<file path="config.mk">
export PLATFORM = sky130hd
export DESIGN_NAME = dom_rand_gen_gf4
export DESIGN_NICKNAME = d
export VERILOG_FILES = /design/src/rtl/dom_pkg.sv /design/src/rtl/lfsr64_adv.sv /design/src/rtl/dom_rand_gen_gf4.sv
export SDC_FILE = /design/constraint.sdc
export NUM_CORES = 1
export LEC_CHECK = 0
export ABC_AREA = 1
export CAP_MARGIN = 10
export CORE_MARGIN = 1
export CORE_UTILIZATION = 28
export DETAILED_ROUTE_END_ITERATION = 7
export SETUP_SLACK_MARGIN = 0.1
export SLEW_MARGIN = 25
export SYNTH_ARGS = -nofsm -noshare
export SYNTH_HDL_FRONTEND = slang
export SYNTH_SLANG_ARGS = --single-unit
</file>
<file path="constraint.sdc">
create_clock -name ClkxCI -period 3.2 [get_ports ClkxCI]
set_input_delay 0.32 -clock ClkxCI [delete_from_list [all_inputs] [get_ports ClkxCI]]
set_output_delay 0.32 -clock ClkxCI [all_outputs]
set_load 0.01 [all_outputs]
</file>
<file path="src/rtl/dom_pkg.sv">
// Shared definitions for the DOM GF(4) randomness generator: LFSR geometry,
// feedback taps, FSM encoding and the randomness-width rule.
package dom_pkg;

    localparam int unsigned LFSR_W = 64;
    localparam int unsigned CNT_W  = 16;

    // x^64 + x^63 + x^61 + x^60 + 1 -> state bits 63, 62, 60, 59
    localparam logic [LFSR_W-1:0] LFSR_TAPS = 64'hD800_0000_0000_0000;

    typedef enum logic [1:0] {
        ST_IDLE   = 2'd0,
        ST_WARMUP = 2'd1,
        ST_RUN    = 2'd2
    } state_t;

    // Fresh-randomness bits consumed per shared GF(4) multiplication
    function automatic int unsigned randw_f(input int unsigned shares);
        return 2 * shares * (shares - 1);
    endfunction

endpackage

</file>
<file path="src/rtl/lfsr64_adv.sv">
// Purely combinational N-step advance of the 64-bit Fibonacci LFSR; the feedback
// bits form the output word, first-generated bit in the LSB.
module lfsr64_adv
    import dom_pkg::*;
#(
    parameter int unsigned N = 24
) (
    input  logic [LFSR_W-1:0] state,
    output logic [LFSR_W-1:0] state_next,
    output logic [N-1:0]      word
);

    logic [LFSR_W-1:0] s;
    logic              fb;

    always_comb begin
        s    = state;
        fb   = 1'b0;
        word = '0;
        for (int unsigned i = 0; i < N; i++) begin
            fb      = ^(s & LFSR_TAPS);
            word[i] = fb;
            s       = {s[LFSR_W-2:0], fb};
        end
        state_next = s;
    end

endmodule

</file>
<file path="src/rtl/dom_rand_gen_gf4.sv">
// Fresh-randomness source for a DOM-masked GF(4) multiplier: seeded LFSR with
// warm-up, valid/ready word delivery and a reseed request after a usage limit.
module dom_rand_gen_gf4
    import dom_pkg::*;
#(
    parameter int unsigned   SHARES       = 4,
    parameter int unsigned   WARMUP_CYC   = 8,
    parameter logic [15:0]   RESEED_LIMIT = 16'hFFFF,
    localparam int unsigned  RANDW        = randw_f(SHARES)
) (
    input  logic              ClkxCI,
    input  logic              RstxRI,
    input  logic [LFSR_W-1:0] SeedxDI,
    input  logic              SeedValidxSI,
    output logic [RANDW-1:0]  ZxDO,
    output logic              ZValidxSO,
    input  logic              ZReadyxSI,
    output logic              ReseedReqxSO
);

    if (RANDW == 0 || RANDW > LFSR_W) begin : g_bad_randw
        $error("dom_rand_gen_gf4: RANDW must be in 1..64");
    end

    localparam int unsigned WCNT_W = $clog2(WARMUP_CYC + 2);

    state_t              state_q, state_d;
    logic [LFSR_W-1:0]   lfsr_q, lfsr_d;
    logic [RANDW-1:0]    z_q, z_d;
    logic                zv_q, zv_d;
    logic [CNT_W-1:0]    cnt_q, cnt_d;
    logic                req_q, req_d;
    logic [WCNT_W-1:0]   wcnt_q, wcnt_d;

    logic [LFSR_W-1:0]   adv_state;
    logic [RANDW-1:0]    adv_word;

    lfsr64_adv #(
        .N (RANDW)
    ) u_adv (
        .state      (lfsr_q),
        .state_next (adv_state),
        .word       (adv_word)
    );

    always_ff @(posedge ClkxCI or posedge RstxRI) begin
        if (RstxRI) begin
            state_q <= ST_IDLE;
            lfsr_q  <= '0;
            z_q     <= '0;
            zv_q    <= 1'b0;
            cnt_q   <= '0;
            req_q   <= 1'b0;
            wcnt_q  <= '0;
        end else begin
            state_q <= state_d;
            lfsr_q  <= lfsr_d;
            z_q     <= z_d;
            zv_q    <= zv_d;
            cnt_q   <= cnt_d;
            req_q   <= req_d;
            wcnt_q  <= wcnt_d;
        end
    end

    // WARMUP discards WARMUP_CYC words, then its last cycle registers the first
    // live word, so valid rises WARMUP_CYC+1 edges after the seed edge.
    always_comb begin
        state_d = state_q;
        lfsr_d  = lfsr_q;
        z_d     = z_q;
        zv_d    = zv_q;
        cnt_d   = cnt_q;
        wcnt_d  = wcnt_q;

        if (SeedValidxSI) begin
            state_d = ST_WARMUP;
            lfsr_d  = (SeedxDI == '0) ? LFSR_W'(1) : SeedxDI;
            zv_d    = 1'b0;
            cnt_d   = '0;
            wcnt_d  = '0;
        end else begin
            case (state_q)
                ST_IDLE: begin
                    zv_d = 1'b0;
                end
                ST_WARMUP: begin
                    lfsr_d = adv_state;
                    if (wcnt_q == WCNT_W'(WARMUP_CYC)) begin
                        z_d     = adv_word;
                        zv_d    = 1'b1;
                        state_d = ST_RUN;
                    end else begin
                        wcnt_d = wcnt_q + WCNT_W'(1);
                    end
                end
                ST_RUN: begin
                    zv_d = 1'b1;
                    if (ZReadyxSI) begin
                        lfsr_d = adv_state;
                        z_d    = adv_word;
                        if (cnt_q != RESEED_LIMIT) begin
                            cnt_d = cnt_q + CNT_W'(1);
                        end
                    end
                end
                default: begin
                    state_d = ST_IDLE;
                    zv_d    = 1'b0;
                end
            endcase
        end

        req_d = (cnt_d == RESEED_LIMIT);
    end

    assign ZxDO         = z_q;
    assign ZValidxSO    = zv_q;
    assign ReseedReqxSO = req_q;

endmodule

</file>
==> results of run 1 <==
[Yosys cell counts (all sizes together)]
master	count	area, µm²
o211ai	1	7.51
dfrtp	112	2800
a31oi	42	263
o21ai	51	255
nand3	24	125
or2	1	6.26
nand4	10	77.6
nor2	155	642
nor4	5	31.3
nand2	174	666
ha	5	62.6
and3	2	12.5
clkinv	1	3.75
xnor2	31	272
clkbuf	23	86.3
nand3b	3	22.5
a221oi	1	8.76
inv	40	153
a21boi	1	7.51
nor3b	1	7.51
xor2	20	175
buf	14	100
nor3	5	25.0
a21oi	36	191
[power by group through the flow]
stage                     combinational (µW)  clock [µW]  sequential, µW
after floorplan                         1160           0            2180
after global placement                  1990           0            2220
after detailed placement                2020           0            2220
after CTS                               2030        1240            2190
after global routing                    2230        1290            2250
final                                   2010        1210            2180
[through the flow]
step / area [µm²] / setup slack (ps) / utilization / std cells / power, µW
final: 7530 / 913 / 0.358 / 1116 / 5400
after global routing: 7530 / 727 / 0.358 / 1116 / 5760
after CTS: 7530 / 928 / 0.358 / 1116 / 5460
after detailed placement: 7220 / 740 / 0.343 / 1100 / 4240
after global placement: 7220 / 687 / 0.343 / 1099 / 4210
after floorplan: 6010 / 1480 / - / 758 / 3340
[kinds of logic after synthesis]
logic type	count (synthesis)	synth area share
DFF	112	0.467
adders and majority gates	5	0.0104
and+or+nand+nor	380	0.269
xor gates and xnor gates	51	0.0744
buffers and inverters	78	0.0571
AOI/OAI and AO/OA	132	0.122
[per-layer routing]
metal	GRT usage	part of all wire
met5	0	0
met4	0.0479	0.017
met3	0.0334	0.050
met2	0.257	0.48
met1	0.211	0.45
[cell type report]
cell class	instances	area, µm²
fillers	2210	13500
multi-input cells	568	2860
flip-flops and latches	112	2800
repair buffers	104	1060
well taps	275	344
clock buffers	10	239
inverters	41	160
clock inverters	6	72.6
[worst paths after layout]
kind	to	startpoint	cells after the start	slack, ps
setup / recovery	lfsr_q[6]	state_q[0]	8	910
hold / removal	state_q[0]	SeedValidxSI	3	290
setup reg to reg	lfsr_q[6]	state_q[0]	8	910
hold reg to reg	ZxDO[22]	ZxDO[22]	2	480
max in group asynchronous	cnt_q[5]	RstxRI	3	2120
min in group asynchronous	ZxDO[5]	RstxRI	2	430
[registers in the layout, summed over array words and instances (netlist names)]
signal	cells
cnt_q	16
wcnt_q	4
ZValidxSO	1
ZxDO	24
ReseedReqxSO	1
state_q	2
lfsr_q	64
[worst reg2reg max path, delay by kind of cell, from the launching register on]
| family | cells | cell delay [ps] |
|---|---|---|
| flip-flops | 1 | 390 |
| buffers and inverters | 3 | 630 |
| AND/OR/NAND/NOR | 1 | 50 |
| adder cells (fa/ha/maj) | 1 | 230 |
| AO/OA/AOI/OAI | 3 | 890 |
==> flow_metrics.tcl, run 1 <==
set metrics [dict create \
    grt.overflow.total 0 \
    routedWlPerCell_um 15.0 \
    ioPinCount 94 \
    clkTransAtPathRegs_ps 80 \
    outcome "finished clean" \
    hp-class "in -> reg" \
    ys_types 35 \
    critical_path_required_ps 3450 \
    cts_tree "done" \
    finClkSkew_ps 12.7 \
    p_switching_uw 2020 \
    cp_top_family "compound AO/OA/AOI/OAI gates" \
    track_usage 0.159 \
    syn-cell-area_mm2 0.00600 \
    whs_ps 292 \
    endpoint_kind "flop" \
    place_hpwl_um 12600 \
    max_cap_viol_count 0 \
    netlist_instances 758 \
    floorplan.die_area_mm2 0.0220 \
    worst_pin_slew_ps 842 \
    drt-total-wl_um 16700 \
    cts_hold_buf 0 \
    p_clk_frac 0.223 \
    cts_max_level 3 \
    core-area_mm2 0.0210 \
    clock-sinks 112 \
    synth.avg_cell_area_um2 7.92 \
    layout_commonest_cell "nand2_1" \
    layout_common_cells "nand2_1 (169), nor2_1 (137), dfrtp_1 (112), clkdlybuf4s50_1 (92), a31oi_1 (42)" \
    first_pass_iters 5 \
    grt_pass1_wl_um 26900 \
    ir_worst_vdd_mv 0.286 \
    diodes 0 \
    cts_buffer_depth 2 \
    start_kind "flop" \
    route.detailed.drc 0 \
    power_density_mw_per_mm2 717 \
    finalCriticalPeriod_ps 2290 \
    arrival_ps 2540 \
    grt_pass1_vias 5018 \
    drive_gt1_frac 0.0713 \
    vias 5216 \
    cts_resized 0 \
    max_clock_freq_mhz 437 \
    antenna_found_initial 0 \
    grt_max_degree 88 \
    finalSetupTns_ps 0 \
    rsz0062_at_grt "false" \
    io_buffers 93 \
    postCtsSetupBuffers 0 \
    cpMaxStageDelayCell "o211ai_1" \
    yosysSeqAreaShare 0.467 \
    die_height_um 148 \
    slew_viol_final 0 \
    period_share 0.715 \
    setup_viol 0 \
    p_comb_frac 0.372 \
    floorplan.initialDensity 0.286 \
    critPathMaxFanout 39 \
    intPower_uw 3380 \
    ant_nets 0 \
    worst_path_largest_cell_delay_ps 570 \
    cts-root-buf "clkbuf_16" \
    critPathKind "reg -> reg" \
    seqPwrFrac 0.405 \
    drt_iter0_markers 312 \
    layout.nets 909 \
    crit_chain "inv_1 > ha_1 > o211ai_1 > buf_2 > buf_12 > o21ai_0 > a21oi_1 > nor2_1" \
    place_congestion 0.839 \
    relSlewSlack 0.439 \
    hold_viol 0 \
    die_w_um 148 \
    syn_to_final_growth_pct 25.5 \
    power.leakage_uw 0.00327 \
    power_switching_share 0.374 \
    numCtsBuffers 9 \
    syn_nets 831 \
    routed_via_density 4.67 \
    clock_latency_ps 360 \
    ys_seq_elements 112 \
    path_buf_inv 3 \
    ys_warn_count 0 \
    rows 53 \
]
Note: power is estimated with default switching activity, not from simulation.
==> run 2: changes to the inputs <==
- clock period: 3.2 -> 2 ns (I/O delays scaled with it)
==> run 2 against run 1 <==
  * Count of clock-buffer cells in the layout down 1
  * Critical path depth up 4
  * Worst setup slack worse by 740 ps
  * Flip-flop and latch count unchanged
  * Fmax up 25%
  * Via count up 4.6%
  * Sequential power up 60%
  * Routed wire length up 5.5%
  * Critical endpoint is now ReseedReqxSO
  * Largest power group unchanged
==> flow_metrics.tcl, run 2 (same netlist as run 1, synthesis figures left out) <==
set metrics [dict create \
    ioPinCount 94 \
    slew_viol_final 0 \
    max_cap_viol_count 0 \
    diodes 0 \
    cts_tree "done" \
    setup_viol 0 \
    place_congestion 0.860 \
    layout_common_cells "nand2_1 (167), nor2_1 (136), dfrtp_1 (110), clkdlybuf4s50_1 (92), a31oi_1 (42)" \
    ir_worst_vdd_mv 0.507 \
    critPathKind "reg -> reg" \
    period_share 0.913 \
    finClkSkew_ps 13.2 \
    clkTransAtPathRegs_ps 80 \
    floorplan.die_area_mm2 0.0220 \
    fin_util 0.377 \
    die_height_um 148 \
    min_from "SeedValidxSI" \
    clock-sinks 112 \
    cts_buffer_depth 2 \
    critPathMaxFanout 5 \
    core-area_mm2 0.0210 \
    hp-class "in -> reg" \
    finalSetupTns_ps 0 \
    power.leakage_uw 0.00348 \
    rsz0062_at_grt "true" \
    place_hpwl_um 12800 \
    track_usage 0.160 \
    grt.overflow.total 0 \
    rows 53 \
    hold_viol 0 \
    syn_to_final_growth_pct 32.2 \
    power_density_mw_per_mm2 1100 \
    setup_slack_ps 174 \
    max_clock_freq_mhz 548 \
    routedWlPerCell_um 15.3 \
    worstReg2RegStart "cnt_q[1]" \
    largest_reg_flops 64 \
    endpoint_kind "flop" \
    layout_commonest_cell "nand2_1" \
    routed_via_density 4.75 \
    critical_path_required_ps 2300 \
    top_register "lfsr_q" \
    relSlewSlack 0.659 \
    antenna_found_initial 0 \
    die_w_um 148 \
    grt_pass1_wl_um 26800 \
    cts_max_level 3 \
    rrSetupSlack_ps 170 \
    min_to "cnt_q[9]" \
    first_pass_iters 6 \
    reg2regPathDepth 12 \
    outcome "finished clean" \
    cts_hold_buf 0 \
    finalCriticalPeriod_ps 1830 \
    worst_pin_slew_ps 511 \
    layout.nets 944 \
    r2r_end "ReseedReqxSO" \
    drt-total-wl_um 17600 \
    fill_cells 2156 \
    whs_ps 238 \
    io_buffers 93 \
    start_kind "flop" \
    arrival_ps 2120 \
    drive_gt1_frac 0.122 \
    route.detailed.drc 0 \
    pre_cts_ws_ps -13.9 \
    clock_latency_ps 360 \
    power.total_uw 8690 \
    numCtsBuffers 9 \
    cts-root-buf "clkbuf_16" \
    ant_nets 0 \
    grt_max_degree 88 \
    drt_iter0_markers 303 \
    grt_pass1_vias 4950 \
    vias 5457 \
    floorplan.initialDensity 0.286 \
    hold-path-cell-count 4 \
]
-- run 2: cell type report --
type	count	area (µm²)	area share
multi-input combinational	570	2940	0.370
inverter	41	160	0.0202
timing repair buffer	137	1400	0.176
sequential	112	2810	0.354
clock buffer	9	225	0.0284
tap	275	344	0.0434
clock inverter	5	65.1	0.00820
-- run 2: report_power, final --
part	switching (µW)	internal, µW
sequential	516	2960
combinational	1850	1520
clock	874	973
-- run 2: repair_timing --
item	CTS	global route
resized for setup	1	22
setup endpoints to repair	3	60
cloned	1	5
setup buffers	0	15
pin swaps	1	10
-- run 2: per-layer routing --
layer,wire [µm],GRT usage,vias to the layer above
met4,174,0.0320,0
met3,912,0.0340,17
li1,-,-,2705
met1,7740,0.208,2596
met2,8780,0.271,139
met5,0,0,-
-- run 2: critical path, stage by stage, from the launching register on --
cell     delay (ps)
dfrtp_1         380
ha_2            190
inv_2            60
nor2_4          180
nand2_2          80
buf_4           140
nor2_1          140
a21oi_1         100
nor2_2          140
nand2_1          70
nor2_1          110
nand2_1          80
nor2_2          100
-- run 2: how the worst max path moves through the flow --
stage | slack, ps | cells after the start | start | endpoint
2_1_floorplan | 280 | 13 | wcnt_q[0] | ZxDO[10]
3_3_place_gp | 20 | 9 | ZReadyxSI | ReseedReqxSO
3_5_place_dp | -10 | 9 | ZReadyxSI | ReseedReqxSO
4_1_cts | 100 | 13 | wcnt_q[0] | ZxDO[5]
5_1_grt | 0.4 | 12 | cnt_q[1] | ReseedReqxSO
6_report | 170 | 12 | cnt_q[1] | ReseedReqxSO
-- run 2: stage by stage --
stage	instance area (µm²)	std cells
after global placement	7350	1114
after detailed placement	7350	1114
final	7930	1149
after global routing	7930	1149
after floorplan	6010	758
after CTS	7660	1129
==> run 3: changes to the inputs <==
- SKIP_LAST_GASP: default -> 1
- SLEW_MARGIN: 25 -> 20
==> results of run 3 <==
The final DEF is identical to that of run 2; final timing and power are the same.
